$ cat config.mk
export PLATFORM = sky130hd
export DESIGN_NAME = cpu_step_sequencer_flat
export DESIGN_NICKNAME = d
export VERILOG_FILES = /design/src/rtl/cpu_step_sequencer_pkg.sv /design/src/rtl/cpu_step_sequencer_if.sv /design/src/rtl/cpu_step_sequencer_phase_timer.sv /design/src/rtl/cpu_step_sequencer.sv /design/src/flat_wrapper.sv
export SDC_FILE = /design/constraint.sdc
export NUM_CORES = 1
export LEC_CHECK = 0
export ABC_AREA = 1
export CAP_MARGIN = 20
export CORE_MARGIN = 4
export CORE_UTILIZATION = 50
export DETAILED_ROUTE_END_ITERATION = 8
export GPL_TIMING_DRIVEN = 0
export PLACE_DENSITY = 0.8
export SETUP_SLACK_MARGIN = 0.1
export SLEW_MARGIN = 5
export SYNTH_ARGS = -nofsm -noshare
export SYNTH_HDL_FRONTEND = slang
export SYNTH_HIERARCHICAL = 1
export SYNTH_SLANG_ARGS = --single-unit
$ cat constraint.sdc
create_clock -name clk -period 4.7 [get_ports clk]
set_input_delay 1.175 -clock clk [delete_from_list [all_inputs] [get_ports clk]]
set_output_delay 1.175 -clock clk [all_outputs]
set_load 0.01 [all_outputs]
$ cat src/rtl/cpu_step_sequencer_pkg.sv
// rtl/cpu_step_sequencer_pkg.sv - shared opcodes, FSM states and constants for the CPU step sequencer
// Purpose: single source of the command opcode map, sequencer state encoding,
//          response halt bit position and the phase timer width.
// Ports:   none (package).
package cpu_seq_pkg;

    typedef enum logic [3:0] {
        OP_NOP     = 4'd0,
        OP_WADDR   = 4'd1,
        OP_RADDR   = 4'd2,
        OP_WBUS    = 4'd3,
        OP_RBUS    = 4'd4,
        OP_RFLAGS  = 4'd5,
        OP_RELEASE = 4'd6,
        OP_OFF     = 4'd7,
        OP_SETCW   = 4'd8,
        OP_CLK     = 4'd9,
        OP_ICLK    = 4'd10,
        OP_TICK    = 4'd11,
        OP_ROPC    = 4'd12,
        OP_RUN     = 4'd13
    } op_e;

    typedef enum logic [2:0] {
        IDLE,
        CLK_HI,
        CLK_LO,
        ICLK_HI,
        ICLK_LO,
        RESP
    } state_e;

    localparam int RSP_HALT_BIT = 31;
    localparam int TIMER_W      = 16;

endpackage

$ cat src/rtl/cpu_step_sequencer_if.sv
// rtl/cpu_step_sequencer_if.sv - command/response handshake bundle between front-end and sequencer
// Purpose: groups the command (valid/ready/op/arg) and response (valid/ready/data) channels.
// Ports:   cmd_valid, cmd_ready, cmd_op[3:0], cmd_arg[31:0],
//          rsp_valid, rsp_ready, rsp_data[31:0].
//          master = serial front-end side, slave = sequencer side.
interface cpu_step_sequencer_if;

    logic        cmd_valid;
    logic        cmd_ready;
    logic [3:0]  cmd_op;
    logic [31:0] cmd_arg;
    logic        rsp_valid;
    logic        rsp_ready;
    logic [31:0] rsp_data;

    modport master (
        output cmd_valid, cmd_op, cmd_arg, rsp_ready,
        input  cmd_ready, rsp_valid, rsp_data
    );

    modport slave (
        input  cmd_valid, cmd_op, cmd_arg, rsp_ready,
        output cmd_ready, rsp_valid, rsp_data
    );

endinterface

$ cat src/rtl/cpu_step_sequencer_phase_timer.sv
// rtl/cpu_step_sequencer_phase_timer.sv - loadable down-counter timing clock phases and gaps
// Purpose: counts the system-clock cycles spent in one sequencer phase.
// Ports:   clk, rst (async, active-high), load (reload count), load_val[W-1:0],
//          done (high during the last cycle of the loaded interval).
module phase_timer
    import cpu_seq_pkg::*;
#(
    parameter int W = TIMER_W
) (
    input  logic         clk,
    input  logic         rst,
    input  logic         load,
    input  logic [W-1:0] load_val,
    output logic         done
);

    logic [W-1:0] count;

    // Loading N-1 on phase entry makes done true in the Nth cycle of the phase.
    always_ff @(posedge clk or posedge rst) begin
        if (rst) begin
            count <= '0;
        end else if (load) begin
            count <= load_val;
        end else if (count != '0) begin
            count <= count - 1'b1;
        end
    end

    assign done = (count == '0);

endmodule

$ cat src/rtl/cpu_step_sequencer.sv
// rtl/cpu_step_sequencer.sv - host-side debug controller sequencing CPU clock phases and bus drive
// Purpose: accepts single-op commands, drives the CPU control word, address/data bus
//          overrides and the two CPU clock phases, and returns read/run results.
// Ports:   clk, rst (async, active-high), host (command/response handshake, slave),
//          cpu_clk, cpu_iclk, ctrl_word[31:0], ctrlen, data_out[7:0], data_oe,
//          addr_out[15:0], addr_oe, main_bus_in[7:0], addr_bus_in[15:0],
//          flags_in[3:0], opcode_in[7:0], halt_in.
module cpu_step_sequencer
    import cpu_seq_pkg::*;
#(
    parameter int PULSE_CYCLES = 1,
    parameter int GAP_CYCLES   = 1,
    parameter int RUN_W        = 16
) (
    input  logic                  clk,
    input  logic                  rst,
    cpu_step_sequencer_if.slave   host,
    output logic                  cpu_clk,
    output logic                  cpu_iclk,
    output logic [31:0]           ctrl_word,
    output logic                  ctrlen,
    output logic [7:0]            data_out,
    output logic                  data_oe,
    output logic [15:0]           addr_out,
    output logic                  addr_oe,
    input  logic [7:0]            main_bus_in,
    input  logic [15:0]           addr_bus_in,
    input  logic [3:0]            flags_in,
    input  logic [7:0]            opcode_in,
    input  logic                  halt_in
);

    localparam logic [TIMER_W-1:0] PULSE_LOAD = TIMER_W'(PULSE_CYCLES - 1);
    localparam logic [TIMER_W-1:0] GAP_LOAD   = TIMER_W'(GAP_CYCLES - 1);

    state_e             state, state_n;
    logic               cmd_ready_q, cmd_ready_n;
    logic               rsp_valid_q, rsp_valid_n;
    logic [31:0]        rsp_data_q, rsp_data_n;
    logic [31:0]        ctrl_word_n;
    logic [7:0]         data_out_n;
    logic               data_oe_n;
    logic [15:0]        addr_out_n;
    logic               addr_oe_n;
    logic               full_tick, full_tick_n;     // CLK_LO continues into the iclk phase
    logic               run_mode, run_mode_n;       // ticks repeat until count or halt
    logic [RUN_W-1:0]   remaining, remaining_n;
    logic [RUN_W-1:0]   executed, executed_n;
    logic [RUN_W-1:0]   remaining_dec, executed_inc;
    logic               accept;
    logic               phase_done;
    logic               timer_load;
    logic [TIMER_W-1:0] timer_val;

    assign host.cmd_ready = cmd_ready_q;
    assign host.rsp_valid = rsp_valid_q;
    assign host.rsp_data  = rsp_data_q;

    assign accept = host.cmd_valid & cmd_ready_q;

    // Every state change starts a fresh phase interval; high phases use the
    // pulse width, everything else the gap width (value unused outside phases).
    assign timer_load = (state_n != state);
    assign timer_val  = ((state_n == CLK_HI) || (state_n == ICLK_HI)) ? PULSE_LOAD : GAP_LOAD;

    phase_timer #(.W(TIMER_W)) u_phase_timer (
        .clk      (clk),
        .rst      (rst),
        .load     (timer_load),
        .load_val (timer_val),
        .done     (phase_done)
    );

    always_comb begin
        state_n       = state;
        ctrl_word_n   = ctrl_word;
        data_out_n    = data_out;
        data_oe_n     = data_oe;
        addr_out_n    = addr_out;
        addr_oe_n     = addr_oe;
        rsp_valid_n   = rsp_valid_q;
        rsp_data_n    = rsp_data_q;
        full_tick_n   = full_tick;
        run_mode_n    = run_mode;
        remaining_n   = remaining;
        executed_n    = executed;
        remaining_dec = remaining - 1'b1;
        executed_inc  = executed + 1'b1;

        case (state)
            IDLE: begin
                if (accept) begin
                    case (host.cmd_op)
                        OP_WADDR: begin
                            addr_out_n = host.cmd_arg[15:0];
                            addr_oe_n  = 1'b1;
                        end
                        OP_WBUS: begin
                            data_out_n = host.cmd_arg[7:0];
                            data_oe_n  = 1'b1;
                        end
                        OP_RELEASE: begin
                            addr_oe_n = 1'b0;
                            data_oe_n = 1'b0;
                        end
                        OP_SETCW: ctrl_word_n = host.cmd_arg;
                        OP_OFF: begin
                            addr_oe_n   = 1'b0;
                            data_oe_n   = 1'b0;
                            ctrl_word_n = host.cmd_arg;
                        end
                        OP_RADDR: begin
                            rsp_valid_n = 1'b1;
                            rsp_data_n  = {16'h0, addr_bus_in};
                            state_n     = RESP;
                        end
                        OP_RBUS: begin
                            rsp_valid_n = 1'b1;
                            rsp_data_n  = {24'h0, main_bus_in};
                            state_n     = RESP;
                        end
                        OP_RFLAGS: begin
                            rsp_valid_n = 1'b1;
                            rsp_data_n  = {28'h0, flags_in};
                            state_n     = RESP;
                        end
                        OP_ROPC: begin
                            rsp_valid_n = 1'b1;
                            rsp_data_n  = {24'h0, opcode_in};
                            state_n     = RESP;
                        end
                        OP_CLK: begin
                            full_tick_n = 1'b0;
                            run_mode_n  = 1'b0;
                            state_n     = CLK_HI;
                        end
                        OP_ICLK: begin
                            run_mode_n = 1'b0;
                            state_n    = ICLK_HI;
                        end
                        OP_TICK: begin
                            full_tick_n = 1'b1;
                            run_mode_n  = 1'b0;
                            state_n     = CLK_HI;
                        end
                        OP_RUN: begin
                            full_tick_n = 1'b1;
                            run_mode_n  = 1'b1;
                            executed_n  = '0;
                            // A zero count still runs one tick.
                            remaining_n = (host.cmd_arg[RUN_W-1:0] == '0) ?
                                          RUN_W'(1) : host.cmd_arg[RUN_W-1:0];
                            state_n     = CLK_HI;
                        end
                        default: ;
                    endcase
                end
            end
            CLK_HI: begin
                if (phase_done) state_n = CLK_LO;
            end
            CLK_LO: begin
                if (phase_done) state_n = full_tick ? ICLK_HI : IDLE;
            end
            ICLK_HI: begin
                if (phase_done) state_n = ICLK_LO;
            end
            ICLK_LO: begin
                if (phase_done) begin
                    if (run_mode) begin
                        // Halt is only looked at here, so a started tick always finishes.
                        executed_n  = executed_inc;
                        remaining_n = remaining_dec;
                        if (halt_in || (remaining_dec == '0)) begin
                            run_mode_n               = 1'b0;
                            rsp_valid_n              = 1'b1;
                            rsp_data_n               = 32'(executed_inc);
                            rsp_data_n[RSP_HALT_BIT] = halt_in;
                            state_n                  = RESP;
                        end else begin
                            state_n = CLK_HI;
                        end
                    end else begin
                        state_n = IDLE;
                    end
                end
            end
            RESP: begin
                if (host.rsp_ready) begin
                    rsp_valid_n = 1'b0;
                    rsp_data_n  = '0;
                    state_n     = IDLE;
                end
            end
            default: state_n = IDLE;
        endcase

        cmd_ready_n = (state_n == IDLE) & ~rsp_valid_n;
    end

    always_ff @(posedge clk or posedge rst) begin
        if (rst) begin
            state       <= IDLE;
            cpu_clk     <= 1'b0;
            cpu_iclk    <= 1'b0;
            ctrl_word   <= '0;
            ctrlen      <= 1'b1;
            data_out    <= '0;
            data_oe     <= 1'b0;
            addr_out    <= '0;
            addr_oe     <= 1'b0;
            rsp_valid_q <= 1'b0;
            rsp_data_q  <= '0;
            cmd_ready_q <= 1'b0;
            full_tick   <= 1'b0;
            run_mode    <= 1'b0;
            remaining   <= '0;
            executed    <= '0;
        end else begin
            state       <= state_n;
            // Clock levels derive from the next state alone, so they can never overlap.
            cpu_clk     <= (state_n == CLK_HI);
            cpu_iclk    <= (state_n == ICLK_HI);
            ctrl_word   <= ctrl_word_n;
            ctrlen      <= 1'b1;
            data_out    <= data_out_n;
            data_oe     <= data_oe_n;
            addr_out    <= addr_out_n;
            addr_oe     <= addr_oe_n;
            rsp_valid_q <= rsp_valid_n;
            rsp_data_q  <= rsp_data_n;
            cmd_ready_q <= cmd_ready_n;
            full_tick   <= full_tick_n;
            run_mode    <= run_mode_n;
            remaining   <= remaining_n;
            executed    <= executed_n;
        end
    end

endmodule

$ cat src/flat_wrapper.sv
// flat-port wrapper written by rule: the top's interface ports become plain ports
module cpu_step_sequencer_flat import cpu_seq_pkg::*;
#(
    parameter int PULSE_CYCLES = 1,
    parameter int GAP_CYCLES   = 1,
    parameter int RUN_W        = 16
)
  (clk, rst, cpu_clk, cpu_iclk, ctrl_word, ctrlen, data_out, data_oe, addr_out, addr_oe, main_bus_in, addr_bus_in, flags_in, opcode_in, halt_in, host_cmd_valid, host_cmd_op, host_cmd_arg, host_rsp_ready, host_cmd_ready, host_rsp_valid, host_rsp_data);
  cpu_step_sequencer_if host_i ();
  input  logic clk;
  input  logic rst;
  output logic cpu_clk;
  output logic cpu_iclk;
  output logic [31:0] ctrl_word;
  output logic ctrlen;
  output logic [7:0] data_out;
  output logic data_oe;
  output logic [15:0] addr_out;
  output logic addr_oe;
  input  logic [7:0] main_bus_in;
  input  logic [15:0] addr_bus_in;
  input  logic [3:0] flags_in;
  input  logic [7:0] opcode_in;
  input  logic halt_in;
  input wire logic [$bits(host_i.cmd_valid)-1:0] host_cmd_valid;
  input wire logic [$bits(host_i.cmd_op)-1:0] host_cmd_op;
  input wire logic [$bits(host_i.cmd_arg)-1:0] host_cmd_arg;
  input wire logic [$bits(host_i.rsp_ready)-1:0] host_rsp_ready;
  output wire logic [$bits(host_i.cmd_ready)-1:0] host_cmd_ready;
  output wire logic [$bits(host_i.rsp_valid)-1:0] host_rsp_valid;
  output wire logic [$bits(host_i.rsp_data)-1:0] host_rsp_data;
  assign host_i.cmd_valid = host_cmd_valid;
  assign host_i.cmd_op = host_cmd_op;
  assign host_i.cmd_arg = host_cmd_arg;
  assign host_i.rsp_ready = host_rsp_ready;
  assign host_cmd_ready = host_i.cmd_ready;
  assign host_rsp_valid = host_i.rsp_valid;
  assign host_rsp_data = host_i.rsp_data;
  cpu_step_sequencer #(.PULSE_CYCLES(PULSE_CYCLES), .GAP_CYCLES(GAP_CYCLES), .RUN_W(RUN_W)) u_core (.clk(clk), .rst(rst), .host(host_i), .cpu_clk(cpu_clk), .cpu_iclk(cpu_iclk), .ctrl_word(ctrl_word), .ctrlen(ctrlen), .data_out(data_out), .data_oe(data_oe), .addr_out(addr_out), .addr_oe(addr_oe), .main_bus_in(main_bus_in), .addr_bus_in(addr_bus_in), .flags_in(flags_in), .opcode_in(opcode_in), .halt_in(halt_in));
endmodule
======== Word-level counts from Yosys, hierarchy flattened ========
Cells that the tools add are included.
operators by class
  add/sub/neg operators ................... 3
  eq/ne operators ......................... 29
  mux-type cells .......................... 47
  bitwise gates (word level) .............. 3
  reductions and logical operators ........ 28
operator list
  kind                     number
  $mux W16                 11
  $mux W32                 5
  $pmux W32 S4             1
  $pmux W32 S3             1
  $pmux W16 S2             2
  $logic_not A16 Y1        3
  $sub A16 B1 Y16 const B  2
  $eq A4 B4 Y1 const B     6
  $mux W3                  8
  $pmux W3 S6              1
  $reduce_and A3 Y1        6
  $add A16 B1 Y16 const B  1
  $eq A4 B3 Y1 const B     4
  $reduce_bool A16 Y1      1
  $mux W1                  10
  $pmux W1 S2              5
  $reduce_bool A2 Y1       5
  $eq A3 B2 Y1 const B     3
  $pmux W3 S3              1
  $eq A4 B2 Y1 const B     2
  $ne A2 B1 Y1 const B     4
  $reduce_and A7 Y1        1
  $eq A3 B1 Y1 const B     2
  $eq A3 B3 Y1 const B     2
  17 further kinds         23
word-level totals
  flip-flop bits (word level) ............. 147
  input bits .............................. 77

======== Logic depth before layout (Yosys ltp) ========
  depth after elaboration ................. 9
  mapped depth ............................ 21
  gate-level depth less buffers ........... 20

======== Modules after synthesis ========
The synthesis kept the hierarchy.
modules (own cells, without submodules)
  module              instances  cells each  area an instance (µm²)  seq. area each (µm²)
  cpu_step_sequencer  1          760         6058.3                  2902.8
  phase_timer         1          161         1121.1                  400.4

======== Worst setup path after synthesis ========
Ideal clock, no wire load.
  path type ............................... input to register
  from .................................... input host_cmd_op[0]
  to ...................................... register u_core.u_phase_timer.count[3]
  arrival time ............................ 2774 ps
  data required time ...................... 4586 ps
  setup slack ............................. 1812 ps
  stages .................................. 19
  cell sequence ........................... inv_2 -> nor2_4 -> inv_2 -> nor2_4 -> a31oi_1 -> o21ai_1 -> nor2_1 -> nand2_1 -> nand2_1 -> nand2_2 -> inv_2 -> nand2_1 -> a21oi_1 -> nand2_1 -> buf_2 -> clkbuf_1 -> o21ai_0 -> nand2_1 -> inv_1
between the ends
  cells in the longest elaborated chain, start to end .. 7
RTL lines
  element                                                                       RTL line                              RTL
  from (decl)                                                                   flat_wrapper.sv:26                    input wire logic [$bits(host_i.cmd_op)-1:0] host_cmd_op;
  $eq A4 B2 Y1, or another cell as far along                                    cpu_step_sequencer.sv:93              case (host.cmd_op)
  $reduce_or A4 Y1 (no source line) / $reduce_or A3 Y1 (equally long branches)  -
  $pmux W3 S3 (*)                                                               cpu_step_sequencer.sv:93
  $mux W3 (*)                                                                   cpu_step_sequencer.sv:92              if (accept) begin
  $pmux W3 S6 (*)                                                               cpu_step_sequencer.sv:90              case (state)
  named net u_core.state_n[0]                                                   cpu_step_sequencer.sv:36              state_e state, state_n;
  $ne A3 B3 Y1 (*)                                                              cpu_step_sequencer.sv:63              assign timer_load = (state_n != state);
  named net u_core.timer_load                                                   cpu_step_sequencer.sv:52              logic timer_load;
  $mux W16 / $reduce_bool A2 Y1 (equally long branches)                         -
  to (signal assigned)                                                          cpu_step_sequencer_phase_timer.sv:24  count <= load_val;
  to (signal assigned)                                                          cpu_step_sequencer_phase_timer.sv:26  count <= count - 1'b1;
  to (decl)                                                                     cpu_step_sequencer_phase_timer.sv:17  logic [W-1:0] count;
Mark *: on every way through the listed nets, which the timed path passes. The rest lies on a longest branch.
A chain may end at the register's enable or synchronous reset.

======== Worst setup path after layout ========
  from .................................... input host_cmd_op[1]
  to ...................................... register u_core.u_phase_timer.count[3]
between the ends
  cells in the longest elaborated chain, start to end .. 7
RTL lines
  element                                                                       RTL line
  $eq A4 B2 Y1, or another cell as far along                                    cpu_step_sequencer.sv:93
  $reduce_or A4 Y1 (no source line) / $reduce_or A3 Y1 (equally long branches)  -
  $pmux W3 S3 (*)                                                               cpu_step_sequencer.sv:93
  $mux W3 (*)                                                                   cpu_step_sequencer.sv:92
  $pmux W3 S6 (*)                                                               cpu_step_sequencer.sv:90
  $ne A3 B3 Y1 (*)                                                              cpu_step_sequencer.sv:63
  named net u_core.timer_load                                                   cpu_step_sequencer.sv:52
  $mux W16 / $reduce_bool A2 Y1 (equally long branches)                         -
Marks and branches as above.

==> results.md <==
* Outcome: completed
* Number of antenna repair diodes at 0
* Count of buffers added by post-CTS timing repair for setup at 0
* Final count of negative-setup-slack endpoints at 0
* Number of nets in the final layout at 1207
* Core Region at 0.0140 sq mm
* FF-to-FF Start: u_core/u_phase_timer/count[0]
* Crit path capture type: flop
* CP max FO at 10
* Unrepaired setup endpoints after global routing: false
* Register bit count reported by yosys at 132
* Period utilization at 82.2%
* Post-DRT Antenna Nets at 0
* Worst-Skew Late Latency at 0.43 ns
* Required @ worst endpoint at 5.02 ns
* XOR/XNOR Fraction of Synth Area at 1.22%
* Num CTS Buffers at 17
* Layout overhead on the synthesized area at 34.8%
* Fraction of synthesized area in multiplexers at 2.51%
* Remaining global-route overflow at 0
* Leakage at 4.58 nW
* Per-instance average area after synthesis at 7.80 sq um
* Setup Crit Path Kind: in2reg
* Number of remaining DRC errors at 0
* Area of the mapped netlist at 0.00718 sq mm
* Global placement routability congestion at 0.926
* Proportion of register bits with asynchronous set or reset after synthesis at 100%
* Most frequently used flop master after synthesis: sky130_fd_sc_hd__dfrtp_1
* Slew of the pin with the lowest slew margin at 0.877 ns
* Average via count per standard cell at 5.27
* Die Width at 128 um
* Final Total Pwr at 0.00294 W
* Number of synthesized flops with an enable pin at 0
* Post-synthesis compound-gate area fraction at 12.5%
* Vias in the first global route at 6747
* Crit path launch type: input port
* Share of the yosys chip area belonging to registers at 46.0%
* Post-CTS sizing at 0
* Layout Utilization at 69.2%
* Minimum clock period after layout at 3.86 ns
* Count of buffers inserted at the top-level ports at 155
* Normalized max-slew margin at 41.3%
* Minimum setup slack among reg-to-reg paths at 1.31 ns
* Max rail drop VDD at 0.211 mV
* Worst hold stages at 2
* First-pass iteration count of the detailed router at 5
* TritonCTS clock tree: yes
* Pins over their slew limit at 0
* Die area at 0.0163 sq mm
* Clock transition at the register clock pins on the worst setup and hold paths after CTS at 0.06 ns
* Global-route wire length before repair at 34.5 mm
* Clock tree root buffer cell: sky130_fd_sc_hd__clkbuf_16
* Worst endpoint data arrival time at 4.18 ns
* Fmax at 259 MHz
* Syn. warnings at 6
* Initial Util at 51.3%
* Die Height at 128 um
* Number of violations of the max-capacitance limit at 0
* Largest net degree at the start of global routing at 88
* Overall track demand over capacity in global routing at 26.7%
* Iteration-0 DRC Markers at 655
* Type of the tightest min-delay check: reg2reg
* Worst r2r path cells at 20
* # H-tree levels at 4
* Largest family of logic cells by synthesized area: simple AND/OR/NAND/NOR gates
* Clock tree skew after final layout at 0.00772 ns
* Share of cells above drive strength 1 at 11.5%
* Standard-cell rows at 43
* Final WL at 21.5 mm
* Worst Hold Path EP: u_core/run_mode
* Fraction of the mapped netlist area in simple logic gates at 27.6%
* CTS hold repair buffers at 0
* Total number of vias at 6946
* Post-DP HPWL at 15.8 mm
* Endpoint of the worst register-to-register path: u_core/u_phase_timer/count[6]
* Hold Fails Final Rpt at 0
* Detail-routed net length per standard cell at 16.3 um
* Area share of fa/ha/maj cells after synthesis at 0.697%
* Distinct cell type count of the synthesized netlist at 47
* CTS sink cnt at 132
* Power Dens Cells at 304 mW/mm^2
* Maximum buffer depth of the clock tree at 2
* Min-delay src: u_core/run_mode
* Initial antenna violation count at 0
* Number of primary I/O pins at 172
* Post-Synthesis Cells at 921
-- area by class of cell --
class | count | area (sq um)
inverter | 106 | 403
multi-input combinational | 670 | 3320
clock buffer | 19 | 453
timing repair buffer | 156 | 1580
fill | 1127 | 4310
buffer | 43 | 269
sequential | 132 | 3300
tap | 180 | 225
clock inverter | 13 | 124
-- power by group --
group | switching [W] | internal [W] | leakage [nW]
sequential | 0.0000570 | 0.00119 | 1.71
combinational | 0.000224 | 0.000173 | 2.59
clock | 0.000533 | 0.000762 | 0.277
total | 0.000815 | 0.00212 | 4.58
-- registers in the layout (all words and copies together), names as in the netlist, 3 cells and up --
register,flops
u_core/remaining,16
u_core/state,3
u_core/executed,16
u_core/host.rsp_data,17
u_core/addr_out,16
u_core/u_phase_timer/count,16
u_core/data_out,8
u_core/ctrl_word,32
-- critical path, stage by stage --
cell and delay, ns:
sky130_fd_sc_hd__clkdlybuf4s50_1 0.66, sky130_fd_sc_hd__nor2_2 0.15, sky130_fd_sc_hd__nand3_2 0.18, sky130_fd_sc_hd__nand2_1 0.17, sky130_fd_sc_hd__a31oi_1 0.28, sky130_fd_sc_hd__or2_1 0.18, sky130_fd_sc_hd__nand2_1 0.07, sky130_fd_sc_hd__a31oi_2 0.23
sky130_fd_sc_hd__nand3_1 0.11, sky130_fd_sc_hd__nand2_1 0.09, sky130_fd_sc_hd__buf_2 0.21, sky130_fd_sc_hd__clkbuf_1 0.40, sky130_fd_sc_hd__o21ai_0 0.17, sky130_fd_sc_hd__nand2_1 0.08, sky130_fd_sc_hd__inv_1 0.04
-- Yosys cell counts, types with 2 or more instances --
library cell,instances,share of area (%)
sky130_fd_sc_hd__xnor2_1,6,0.73
sky130_fd_sc_hd__clkbuf_1,13,0.68
sky130_fd_sc_hd__nand3_2,4,0.56
sky130_fd_sc_hd__buf_4,18,1.9
sky130_fd_sc_hd__a31oi_1,3,0.26
sky130_fd_sc_hd__nor2_1,70,3.7
sky130_fd_sc_hd__inv_1,96,5.0
sky130_fd_sc_hd__or2_2,5,0.44
sky130_fd_sc_hd__dfrtp_1,132,46
sky130_fd_sc_hd__buf_6,4,0.63
sky130_fd_sc_hd__nand4_1,11,0.96
sky130_fd_sc_hd__inv_2,10,0.52
sky130_fd_sc_hd__conb_1,2,0.10
sky130_fd_sc_hd__o211ai_1,4,0.42
sky130_fd_sc_hd__ha_1,4,0.70
sky130_fd_sc_hd__nor4_1,2,0.17
sky130_fd_sc_hd__nor2_4,11,1.7
sky130_fd_sc_hd__nand2_2,6,0.52
sky130_fd_sc_hd__a21oi_1,23,1.6
sky130_fd_sc_hd__xor2_1,4,0.49
sky130_fd_sc_hd__nand2_1,270,14
sky130_fd_sc_hd__o21ai_1,35,2.4
sky130_fd_sc_hd__nand3_1,46,3.2
sky130_fd_sc_hd__a221oi_1,6,0.73
sky130_fd_sc_hd__nor3_1,5,0.35
sky130_fd_sc_hd__o21ai_0,73,5.1
sky130_fd_sc_hd__a22oi_1,4,0.42
sky130_fd_sc_hd__buf_2,8,0.56
sky130_fd_sc_hd__mux2_2,16,2.5
sky130_fd_sc_hd__a21boi_0,3,0.31
sky130_fd_sc_hd__or2_1,2,0.17
sky130_fd_sc_hd__nor2_2,10,0.87
-- layout by cell type (no fill, tap or decap), drive strengths merged, types with 2 or more instances in the layout --
cell	Yosys	final
conb	2	32
o22ai	2	2
a31oi	4	4
nor3	6	6
a221oi	6	6
a22oi	4	4
buf	30	31
clkdlybuf4s50	0	155
nor4	2	2
nand2	276	276
nor2	91	91
a21oi	23	23
inv	106	110
ha	4	4
clkinv	0	5
o21ai	108	108
or2	7	7
a21boi	3	3
clkinvlp	0	3
mux2	16	16
dfrtp	132	132
nand3	50	50
xor2	4	4
xnor2	6	6
clkbuf	13	32
o211ai	4	4
nand4	13	13
-- per-stage QoR --
stage / instance area (sq um) / setup slack, ns / std cells / TNS, ns / hold slack (ns)
finish: 9680 / 0.837 / 1319 / 0 / 0.480
CTS: 9680 / 0.897 / 1319 / 0 / 0.481
global placement: 9070 / -1.39 / 1286 / -159.46 / 0.461
floorplan: 7290 / 0.453 / 951 / 0 / 0.441
global route: 9680 / 0.589 / 1319 / 0 / 0.501
detailed placement: 9100 / 0.490 / 1287 / 0 / 0.465
-- kinds of logic after synthesis --
logic type,Yosys count
buffers and inverters,149
AOI/OAI and AO/OA,161
other,2
DFF,132
adders and majority gates,4
muxes,16
xor gates and xnor gates,10
and+or+nand+nor,447
-- how the worst max path moves through the flow --
| stage | from | endpoint | depth (start not counted) | slack [ns] |
|---|---|---|---|---|
| 2_1_floorplan | rst | u_core/addr_oe | 1 | 0.45 |
| 3_3_place_gp | rst | u_core/ctrl_word[29] | 2 | -1.39 |
| 3_5_place_dp | host_cmd_op[1] | u_core/u_phase_timer/count[3] | 15 | 0.49 |
| 4_1_cts | host_cmd_op[1] | u_core/u_phase_timer/count[3] | 15 | 0.90 |
| 5_1_grt | host_cmd_op[1] | u_core/u_phase_timer/count[3] | 15 | 0.59 |
| 6_report | host_cmd_op[1] | u_core/u_phase_timer/count[3] | 15 | 0.84 |
-- metal layers --
layer	up-vias	GRT usage, %	part of all wire (%)
met5	-	0	0
met4	0	7.99	2.0
met3	27	7.21	9.6
met2	326	42.8	47
met1	3260	35.8	42
li1	3333	-	-
Power figures use the tool's default switching activity.
==> RTL edit 1: new RTL, same flow settings <==
The 6 states of `state_e` get a Gray code encoding in 3 bits.
--- a/src/rtl/cpu_step_sequencer_pkg.sv
+++ b/src/rtl/cpu_step_sequencer_pkg.sv
@@ -22,12 +22,12 @@
     } op_e;
 
     typedef enum logic [2:0] {
-        IDLE,
-        CLK_HI,
-        CLK_LO,
-        ICLK_HI,
-        ICLK_LO,
-        RESP
+        IDLE    = 3'b000,
+        CLK_HI  = 3'b001,
+        CLK_LO  = 3'b011,
+        ICLK_HI = 3'b010,
+        ICLK_LO = 3'b110,
+        RESP    = 3'b111
     } state_e;
 
     localparam int RSP_HALT_BIT = 31;
Function: no difference found for any inputs over 4 cycles, from zero or initial values and one cycle with rst high; so few cycles prove little.
==> RTL edit 1 against the unedited design <==
Final area up 0.74%; worst setup slack gained 0.054 ns; synthesized area down 0.12%; sequential cell count stayed put; critical path depth up 5; global-route usage down 2.5 points; wire length is 9.9% lower; sequential share of layout area decreased by 0.25 points; critical endpoint unchanged; highest routed layer unchanged.
Power is not compared: it rests on default switching activity, and its combinational part moved more than twofold at a synthesized area within 25%.
==> RTL edit 1: results (changes against the unedited design) <==
[outcome]
status = complete, no violations

[critical_path]
critPathMaxStageDelay_ns = 0.54  ; -0.12 ns
rr_worst_depth = 23  ; +15%
reg2reg_slack_ns = 1.11  ; -0.20 ns
cp-startpoint = host_cmd_op[2]
worstPathArrival_ns = 4.12  ; -0.06 ns

[finish]
fin_nets = 1185  ; -1.8%
num_antenna_cells = 0  ; unchanged
fin_cells = 1297  ; -1.7%
n_fill_cell = 1113  ; -1.2%

[synthesis]
netlist_top_cells_count = 230 x nand2_1, 132 x dfrtp_1, 89 x inv_1, 89 x nor2_1, 73 x o21ai_0
postSynthAreaPerCell_sq_um = 7.976  ; +2.3%
synth_top_family_by_area = simple AND/OR/NAND/NOR gates
synthArstFlopShare = 1.000  ; unchanged
synth_xor_area_frac = 0.01221  ; +0.00001490
synth_adder_area_share = 0.006980  ; +0.000008515
synthTopCellsByArea = dfrtp_1 46%, nand2_1 12%, o21ai_0 5.1%
yosysWarnings = 6  ; unchanged
synth-compound-area-share = 0.1298  ; +0.004515
yosysSeqAreaShare = 0.4607  ; +0.0005620
ys_types = 51  ; +8.5%
synth_mux_area_frac = 0.02513  ; +0.00003065

[grt]
grt_pass1_vias = 6590  ; -2.3%
antenna_found_initial = 0  ; unchanged
grt_max_degree = 90  ; +2.3%
grt_pass1_wl_um = 31800  ; -7.9%
grt_use_total = 0.2427  ; -0.02468

[timing]
tightest_slew_ns = 0.6378  ; -0.2395 ns
fin_skew_ns = 0.006547  ; -0.001171 ns

[clocking]
cts_root_buffer = clkbuf_16

[detailed_routing]
wl_per_cell_um = 14.92  ; -8.4%
drt_iter0_markers = 438  ; -33%
vias = 6716  ; -3.3%

[place]
hpwl_um = 14250  ; -10%
gp_congestion = 0.9234  ; -0.24%
place_area_sq_um = 9092  ; about the same

## RTL edit 1: power by group through the flow
stage | combinational, mW | sequential (mW) | clock, mW
global placement | 2.09 | 1.86 | 0
finish | 2.15 | 1.86 | 1.47
detailed placement | 2.15 | 1.86 | 0
floorplan | 1.20 | 1.92 | 0
global route | 2.40 | 1.92 | 1.55
CTS | 2.16 | 1.86 | 1.48
## RTL edit 1: cell type report
cell class | count | area [sq um] | area share
Buffer | 44 | 292.8 | 0.03003
Clock buffer | 19 | 452.9 | 0.04646
Clock inverter | 13 | 203.9 | 0.02092
Inverter | 94 | 362.8 | 0.03722
Multi-Input combinational cell | 659 | 3329 | 0.3415
Sequential cell | 132 | 3303 | 0.3388
Tap cell | 180 | 225.2 | 0.02310
Timing Repair Buffer | 156 | 1579 | 0.1620
## RTL edit 1: metrics by stage
| step | setup TNS [ns] | setup slack [ns] |
|---|---|---|
| finish | 0 | 0.8918 |
| detailed placement | 0 | 0.5364 |
| global route | 0 | 0.5051 |
| floorplan | 0 | 0.4526 |
| global placement | -159.28 | -1.381 |
| CTS | 0 | 0.9287 |
## RTL edit 1: routing by layer
metal,wire [um],track usage,share of wire
met5,0,0,0
met4,268,0.07241,0.014
met3,1073,0.06042,0.055
met2,9815,0.4113,0.51
met1,8193,0.3078,0.42
## RTL edit 1: how the worst min path moves through the flow
stage               cells after the start  slack (ns)                 start              endpoint
finish                                  2        0.49    u_core/addr_out[6]    u_core/addr_out[6]
detailed placement                      2        0.47   u_core/ctrl_word[3]   u_core/ctrl_word[3]
CTS                                     2        0.49    u_core/addr_out[8]    u_core/addr_out[8]
floorplan                               2        0.45      u_core/full_tick      u_core/full_tick
global placement                        2        0.47  u_core/ctrl_word[12]  u_core/ctrl_word[12]
global route                            2        0.51    u_core/addr_out[2]    u_core/addr_out[2]
==> RTL edit 2: new RTL, same flow settings <==
Without the edit above. Change the package constant `TIMER_W` from 16 to 24.
--- a/src/rtl/cpu_step_sequencer_pkg.sv
+++ b/src/rtl/cpu_step_sequencer_pkg.sv
@@ -31,7 +31,7 @@
     } state_e;
 
     localparam int RSP_HALT_BIT = 31;
-    localparam int TIMER_W      = 16;
+    localparam int TIMER_W      = 24;
 
 endpackage
 
Check against the original RTL: no difference found for any inputs over 4 cycles, from zero or initial values and one cycle with rst high; that may be too few to reach the edited logic, so the function may still have changed.
==> RTL edit 2 against the unedited design <==
Wire length rose by 2.2%; die area increased by 6.4%; final area rose by 6.2%; total power grew 6.5%; worst setup slack better by 0.055 ns; synthesized area rose by 6.9%; sequential cell count increased by 8; global-route usage fell by 1.2 points.
==> RTL edit 2: results (changes against the unedited design) <==
[critical_path]
rr_worst_depth = 21  ; +5.0%
worstPathArrival_ns = 4.12  ; -0.06 ns
reg2reg_slack_ns = 1.62  ; +0.31 ns
r2r_end = u_core/u_phase_timer/count[12]
crit_type = in2reg
critPathSlowestCell = clkdlybuf4s50_1
critPathMaxStageDelay_ns = 0.67
reg2reg_from = u_core/remaining[0]

[clocking]
cts_buffer_depth = 2  ; unchanged
cts.repair.resized = 0  ; unchanged
cts_setup_buffers = 0  ; unchanged
numCtsBuffers = 17  ; unchanged
clk_pin_slew_worst_paths_ns = 0.06  ; about the same

[synthesis]
yosysSeqAreaShare = 0.4566  ; -0.003470
netlist_top_cells_count = 315 x nand2_1, 140 x dfrtp_1, 104 x inv_1
synthTopCellsByArea = dfrtp_1 46%, nand2_1 15%, inv_1 5.1%
ys_types = 45  ; -4.3%

[finish]
drive_gt1_frac = 0.1041  ; -0.01086
regMostFlops = u_core/ctrl_word
fin_nets = 1298  ; +7.5%

[detailed_routing]
met2_length_um = 11380  ; +13%
drtPass1Iterations = 7  ; +2
dr_wl_met3_um = 1194  ; -42%
wl_um = 21960  ; +2.2%
vias = 7298  ; +5.1%
wl_met1_um = 8898  ; -0.74%
drt_iter0_markers = 588  ; -10%

[grt]
grtUsageMet3 = 0.05076  ; -0.02132
grt_max_degree = 85  ; -3.4%
grt_use_total = 0.2556  ; -0.01178
met2_usage = 0.4498  ; +0.02223
grt_pass1_vias = 7112  ; +5.4%
met1_usage = 0.3152  ; -0.04292
grt_pass1_wl_um = 36020  ; +4.4%

[place]
gp_congestion = 0.9608  ; +3.8%
port_buffers = 155  ; unchanged
hpwl_um = 16300  ; +2.9%

[timing]
tightest_slew_ns = 0.9470  ; +0.06976 ns
fin_skew_ns = 0.008296  ; +0.0005778 ns

[power_and_ir_drop]
p_sw_frac = 0.2532  ; -0.02397
ir_drop_v = 0.0003248  ; +54%
p_leak_nw = 4.878  ; +6.6%

[outcome]
status = complete, no violations

## RTL edit 2: cell count changes in the layout (fill, tap and decap cells not counted), sizes merged, moves of 3 or more
cell    change
dfrtp       +8
or2         -4
conb        +8
nand4       +5
bufinv      +3
nand2      +46
clkbuf      +3
xor2        +3
inv         +8
nor2       +14
## RTL edit 2: worst min path at each step
stage	start	endpoint	slack, ns	cells after the start
finish	u_core/host.rsp_data[11]	u_core/host.rsp_data[11]	0.48	2
global route	u_core/ctrl_word[3]	u_core/ctrl_word[3]	0.50	2
CTS	u_core/host.rsp_data[11]	u_core/host.rsp_data[11]	0.48	2
detailed placement	u_core/host.rsp_data[11]	u_core/host.rsp_data[11]	0.47	2
global placement	u_core/host.rsp_data[8]	u_core/host.rsp_data[8]	0.46	2
floorplan	u_core/run_mode	u_core/run_mode	0.44	2
## RTL edit 2: critical path, delay by kind of cell
family | cells | cell delay, ns
compound gates | 2 | 0.52
simple gates | 10 | 1.15
buf+inv | 5 | 1.29
## RTL edit 2: power by group through the flow
stage | logic [mW] | registers, mW | clock network [mW]
6_report | 0.355 | 1.31 | 1.46
5_1_grt | 0.399 | 1.32 | 1.54
4_1_cts | 0.355 | 1.31 | 1.48
3_5_place_dp | 0.350 | 1.33 | 0
3_3_place_gp | 0.339 | 1.33 | 0
2_1_floorplan | 0.226 | 1.32 | 0
## RTL edit 2: cells by family after synthesis
group | Yosys count | synth area share
buffers and inverters | 160 | 0.09344
AND/OR/NAND/NOR | 506 | 0.2849
multiplexers | 16 | 0.02348
XOR/XNOR | 15 | 0.01712
other | 2 | 0.0009788
AO/OA/AOI/OAI | 159 | 0.1153
adder cells (fa/ha/maj) | 5 | 0.008154
flip-flops | 140 | 0.4566
## RTL edit 2: layout make-up
| cell class | instances | area [sq um] |
|---|---|---|
| fill | 1212 | 4813 |
| multi-input combinational | 741 | 3595 |
| sequential | 140 | 3503 |
| timing repair buffer | 156 | 1579 |
| clock buffer | 20 | 456.7 |
| inverter | 115 | 439.2 |
| buffer | 45 | 282.8 |
| tap | 188 | 235.2 |
| clock inverter | 12 | 185.2 |
## RTL edit 2: through the flow
| step | hold WS [ns] | cells | instance area [sq um] | utilization | setup slack [ns] |
|---|---|---|---|---|---|
| 2_1_floorplan | 0.4412 | 1041 | 7815 | - | 0.4526 |
| 3_3_place_gp | 0.4622 | 1384 | 9602 | 0.6363 | -1.470 |
| 3_5_place_dp | 0.4665 | 1385 | 9634 | 0.6385 | 0.4990 |
| 4_1_cts | 0.4825 | 1417 | 10280 | 0.6810 | 0.9325 |
| 5_1_grt | 0.5045 | 1417 | 10280 | 0.6810 | 0.6558 |
| 6_report | 0.4768 | 1417 | 10280 | 0.6810 | 0.8924 |
